[src/rtl/accumulator_sat.sv]
// Purpose: sums the data beats of each eot-terminated transaction, seeded by the offset on the first beat.
// Latency: an eot beat accepted in cycle N presents {ovf, count, acc} on dout in cycle N+1.
// Backpressure: non-eot beats are always taken; an eot beat stalls only while an unconsumed result is blocked.
module accumulator_sat #(
    parameter int W_DATA   = 16,
    parameter int W_ACC    = 24,
    parameter int W_CNT    = 16,
    parameter int SIGNED   = 0,
    parameter int SATURATE = 0
) (
    input  logic                      clk,
    input  logic                      rst,
    input  logic                      din_vld,
    output logic                      din_rdy,
    input  logic [W_ACC+W_DATA:0]     din_dat,
    output logic                      dout_vld,
    input  logic                      dout_rdy,
    output logic [W_CNT+W_ACC:0]      dout_dat
);

    localparam logic [W_ACC-1:0] SMAX = {1'b0, {(W_ACC-1){1'b1}}};
    localparam logic [W_ACC-1:0] SMIN = {1'b1, {(W_ACC-1){1'b0}}};

    // Running transaction state and the decoupled result register.
    logic [W_ACC-1:0]        acc_q, acc_d;
    logic [W_CNT-1:0]        cnt_q, cnt_d;
    logic                    ovf_q, ovf_d;
    logic                    first_q, first_d;
    logic                    out_vld_q, out_vld_d;
    logic [W_CNT+W_ACC:0]    out_dat_q, out_dat_d;

    logic                    din_eot;
    logic [W_ACC-1:0]        din_off;
    logic [W_DATA-1:0]       din_data;
    logic signed [W_DATA-1:0] data_s;
    logic [W_ACC-1:0]        ext;
    logic [W_ACC-1:0]        base;
    logic [W_ACC:0]          sum;
    logic                    step_ovf;
    logic [W_ACC-1:0]        sat_val;
    logic [W_ACC-1:0]        result;
    logic                    din_hs;
    logic                    dout_hs;

    assign din_eot  = din_dat[W_ACC+W_DATA];
    assign din_off  = din_dat[W_ACC+W_DATA-1:W_DATA];
    assign din_data = din_dat[W_DATA-1:0];
    assign data_s   = din_data;

    // A blocked result only holds back the beat that would overwrite it.
    assign din_rdy  = !out_vld_q || dout_rdy || !din_eot;
    assign din_hs   = din_vld && din_rdy;
    assign dout_hs  = out_vld_q && dout_rdy;
    assign dout_vld = out_vld_q;
    assign dout_dat = out_dat_q;

    // One accumulation step: extend, add one bit wide, detect overflow, optionally clamp.
    always_comb begin
        if (SIGNED != 0) begin
            ext = W_ACC'(data_s);
        end else begin
            ext = W_ACC'(din_data);
        end
        base = first_q ? din_off : acc_q;
        sum  = {1'b0, base} + {1'b0, ext};
        if (SIGNED != 0) begin
            step_ovf = (base[W_ACC-1] == ext[W_ACC-1]) && (sum[W_ACC-1] != base[W_ACC-1]);
            sat_val  = base[W_ACC-1] ? SMIN : SMAX;
        end else begin
            step_ovf = sum[W_ACC];
            sat_val  = '1;
        end
        result = ((SATURATE != 0) && step_ovf) ? sat_val : sum[W_ACC-1:0];
    end

    // Next-state: an eot accept in the same cycle as a dout transfer overwrites without a bubble.
    always_comb begin
        acc_d     = acc_q;
        cnt_d     = cnt_q;
        ovf_d     = ovf_q;
        first_d   = first_q;
        out_vld_d = out_vld_q;
        out_dat_d = out_dat_q;
        if (dout_hs) begin
            out_vld_d = 1'b0;
        end
        if (din_hs) begin
            acc_d   = result;
            cnt_d   = first_q ? W_CNT'(1) : ((&cnt_q) ? cnt_q : cnt_q + W_CNT'(1));
            ovf_d   = (!first_q && ovf_q) || step_ovf;
            first_d = din_eot;
            if (din_eot) begin
                out_vld_d = 1'b1;
                out_dat_d = {ovf_d, cnt_d, result};
            end
        end
    end

    // State registers with synchronous reset; reset drops any partial sum and pending result.
    always_ff @(posedge clk) begin
        if (rst) begin
            acc_q     <= '0;
            cnt_q     <= '0;
            ovf_q     <= 1'b0;
            first_q   <= 1'b1;
            out_vld_q <= 1'b0;
            out_dat_q <= '0;
        end else begin
            acc_q     <= acc_d;
            cnt_q     <= cnt_d;
            ovf_q     <= ovf_d;
            first_q   <= first_d;
            out_vld_q <= out_vld_d;
            out_dat_q <= out_dat_d;
        end
    end

endmodule

[config.mk]
export PLATFORM = sky130hd
export DESIGN_NAME = accumulator_sat
export DESIGN_NICKNAME = d
export VERILOG_FILES = /design/src/rtl/accumulator_sat.sv
export SDC_FILE = /design/constraint.sdc
export NUM_CORES = 1
export LEC_CHECK = 0
export ABC_AREA = 1
export CORE_MARGIN = 1
export CORE_UTILIZATION = 50
export CTS_BUF_LIST = sky130_fd_sc_hd__clkbuf_8
export DETAILED_ROUTE_END_ITERATION = 16
export PLACE_DENSITY = 0.83
export SYNTH_ARGS = -nofsm -noshare
export SYNTH_HDL_FRONTEND = slang
export SYNTH_SLANG_ARGS = --single-unit
[constraint.sdc]
create_clock -name clk -period 2.9 [get_ports clk]
set_input_delay 0.435 -clock clk [delete_from_list [all_inputs] [get_ports clk]]
set_output_delay 0.435 -clock clk [all_outputs]
set_load 0.005 [all_outputs]
==> run_results.csv <==
group,metric,value,unit
yosys,postSynthAreaPerCell,6.53,um2
setup_path,crit_fanout,25,
cells_and_area,layout-drive-gt1-share,0.0691,
yosys,synth_xor_area_frac,0.0411,
cts,clk-insertion-delay-late,370,ps
die,die_h,101,um
yosys,yosysUniqueCellTypes,35,
run_status,status,"finished, final reports clean",
timing,fin_tns_setup,0,ps
timing,finalCritPeriodShare,0.851,
setup_path,cp-start-kind,"register",
cts,cts_hold_buffers,0,
cts,cts_made_buffers,9,
yosys,syn_area,4900,um2
yosys,synth_compound_area_frac,0.154,
cells_and_area,fin_nets,897,
yosys,synth-simple-area-share,0.309,
grt,track_usage,0.268,
timing,rsz0062_at_grt,"false",
placement,place.gp.congestion,0.940,
cts,path_clk_slew,100,ps
power_and_ir_drop,irDropWorstVdd,0.000250,V
yosys,ys_top_cells_by_count,"235 x nand2_1, 100 x inv_1, 84 x dfxtp_1",
power_and_ir_drop,power,2.87,mW
power_and_ir_drop,p_leak,2.99,nW
flow_run,maxCapViolations,0,
routing,ant_nets,0,
yosys,synth_top_flop_cell,"dfxtp_1",
die,rows,35,
setup_path,worstPathArrival,2730,ps
yosys,yosysMostFrequentCell,"nand2_1",
timing,setup_viol,0,
yosys,ys_ff_latch,84,
yosys,synth_edf_count,0,
timing,tightest_slew,497,ps
timing,hold_viol,0,
routing,via_per_inst,5.05,
yosys,synth_top_family_by_area,"simple AND/OR/NAND/NOR gates",
grt,antenna_found_initial,0,
placement,place_hpwl,9730,um
grt,grt_pass1_wl,21500,um
yosys,synth_nets,814,
yosys,yosysSeqAreaShare,0.343,
yosys,yosysTopAreaCellShare,0.343,
timing,layout_min_cycle_time,2470,ps
cts,cts_buffer_depth,2,
die,die_w,101,um
timing,drv_slew,0,
cells_and_area,postLayoutCellArea,6090,um2
routing,routed_wl,13100,um
routing,drc_errors,0,
routing,drt-wirelength-per-cell,13.5,um
grt,grt_pass1_vias,4618,
die,start_util,0.523,
setup_path,critPathKind,"reg2reg",
cts,cts_tree,"built",
routing,vias,4885,
placement,io_buffers,87,
grt,grt_max_degree,51,
grt,use_met2,0.459,
yosys,yosysWarnings,0,
power_and_ir_drop,power_density,472,nW/um2
grt,grt_util_met1,0.337,
grt,top_usage_layer,"met2",
placement,place_worst_setup_slack,206,ps
routing,drt_first_pass_iters,5,
timing,finClkSkew,16.1,ps
cts,cts_setup_buffers,0,
hold_path,hp-class,"reg2reg",
placement,placed_cell_area,5910,um2
setup_path,cp_data_required_time,3160,ps
timing,timing.final.ws_setup,431,ps
die,io_pins,88,
yosys,syn_inst,751,
cells_and_area,num-fill-cells,872,
cells_and_area,area_growth_syn_to_layout,24.2,%
yosys,synth_mux_area_frac,0,
cts,clock-sinks,84,
routing,drt_iter0_markers,203,
cells_and_area,antennaDiodeCount,0,
die,die-area,10200,um2
cts,cts-root-buf,"clkbuf_8",
timing,slew_headroom,0.669,
grt,use_met3,0.0395,
grt,grt_overflow,0,
cts,cts_resized,0,
yosys,synthTopCellsByArea,"dfxtp_1 34%, nand2_1 18%, inv_1 7.7%",
yosys,synthArstFlopShare,0,
timing,max_freq,405,MHz
die,core_area,9370,um2
yosys,synth_top_cell_by_area,"dfxtp_1",
cts,htreeDepth,3,
setup_path,end_kind,"register",
yosys,synthAdderAreaFrac,0.0474,
-- registers in the layout (all words and copies together), names as in the netlist --
register / cells
dout_dat: 41
acc_q: 24
cnt_q: 16
dout_vld: 1
first_q: 1
ovf_q: 1
-- worst paths after layout --
path                 from            to  slack [ps]  cells after the start
max               first_q         ovf_q         430                     16
min          dout_dat[39]  dout_dat[39]         460                      2
max reg2reg       first_q         ovf_q         430                     16
min reg2reg  dout_dat[39]  dout_dat[39]         460                      2
-- worst max-delay path, stage by stage, from the launching register on --
cell and delay (ps):
dfxtp_1 390, buf_12 180, inv_2 70, nand2_1 60, nand2_1 50, ha_1 220, fa_1 410, nand2_1 90
nand3_1 130, nand3_1 100, nand2_1 100, nand3_1 140, nand2_1 110, nand2_1 90, nand2_1 70, o21ai_1 120
inv_1 50
-- where the power goes --
group	total, mW	switching, mW	internal, mW
logic	0.781	0.462	0.319
clock network	0.803	0.480	0.323
registers	1.29	0.0494	1.24
total	2.87	0.991	1.88
-- metrics by stage --
step | cells | utilization | hold WS (ps)
2_1_floorplan | 751 | - | 447
3_3_place_gp | 952 | 0.631 | 439
3_5_place_dp | 952 | 0.631 | 439
4_1_cts | 968 | 0.650 | 461
5_1_grt | 968 | 0.650 | 479
6_report | 968 | 0.650 | 457
-- metal layers --
| layer | vias to the layer above | share of wire |
|---|---|---|
| li1 | 2547 | - |
| met1 | 2164 | 0.46 |
| met2 | 147 | 0.46 |
| met3 | 27 | 0.055 |
| met4 | 0 | 0.025 |
| met5 | - | 0 |
-- layout make-up --
class | count | area, um2 | share of cell area
Timing Repair Buffer | 97 | 958 | 0.157
Inverter | 107 | 407 | 0.0667
Clock buffer | 9 | 124 | 0.0203
Clock inverter | 7 | 57.6 | 0.00945
Tap cell | 129 | 161 | 0.0265
Sequential cell | 84 | 1680 | 0.276
Multi-Input combinational cell | 535 | 2700 | 0.444
-- kinds of logic after synthesis --
family / count (synthesis)
AND/OR/NAND/NOR: 353
AO/OA/AOI/OAI: 141
buffers and inverters: 132
flip-flops: 84
XOR/XNOR: 23
adder cells (fa/ha/maj): 18
-- layout by cell type (no fill, tap or decap), types with 3 or more instances in the layout --
master	instances
nand2_1	235
inv_1	100
clkdlybuf4s50_1	87
dfxtp_1	84
o21ai_0	54
a21oi_1	52
nor2_1	44
nand3_1	37
o21ai_1	23
xor2_1	19
ha_1	17
nand2_2	9
clkbuf_8	9
buf_4	9
nand4_1	8
inv_2	5
nor2_2	5
a22o_1	5
nor3_1	4
xnor2_1	4
inv_6	3
nand3_2	3
o21bai_1	3
Note: power is estimated with default switching activity, not from simulation.
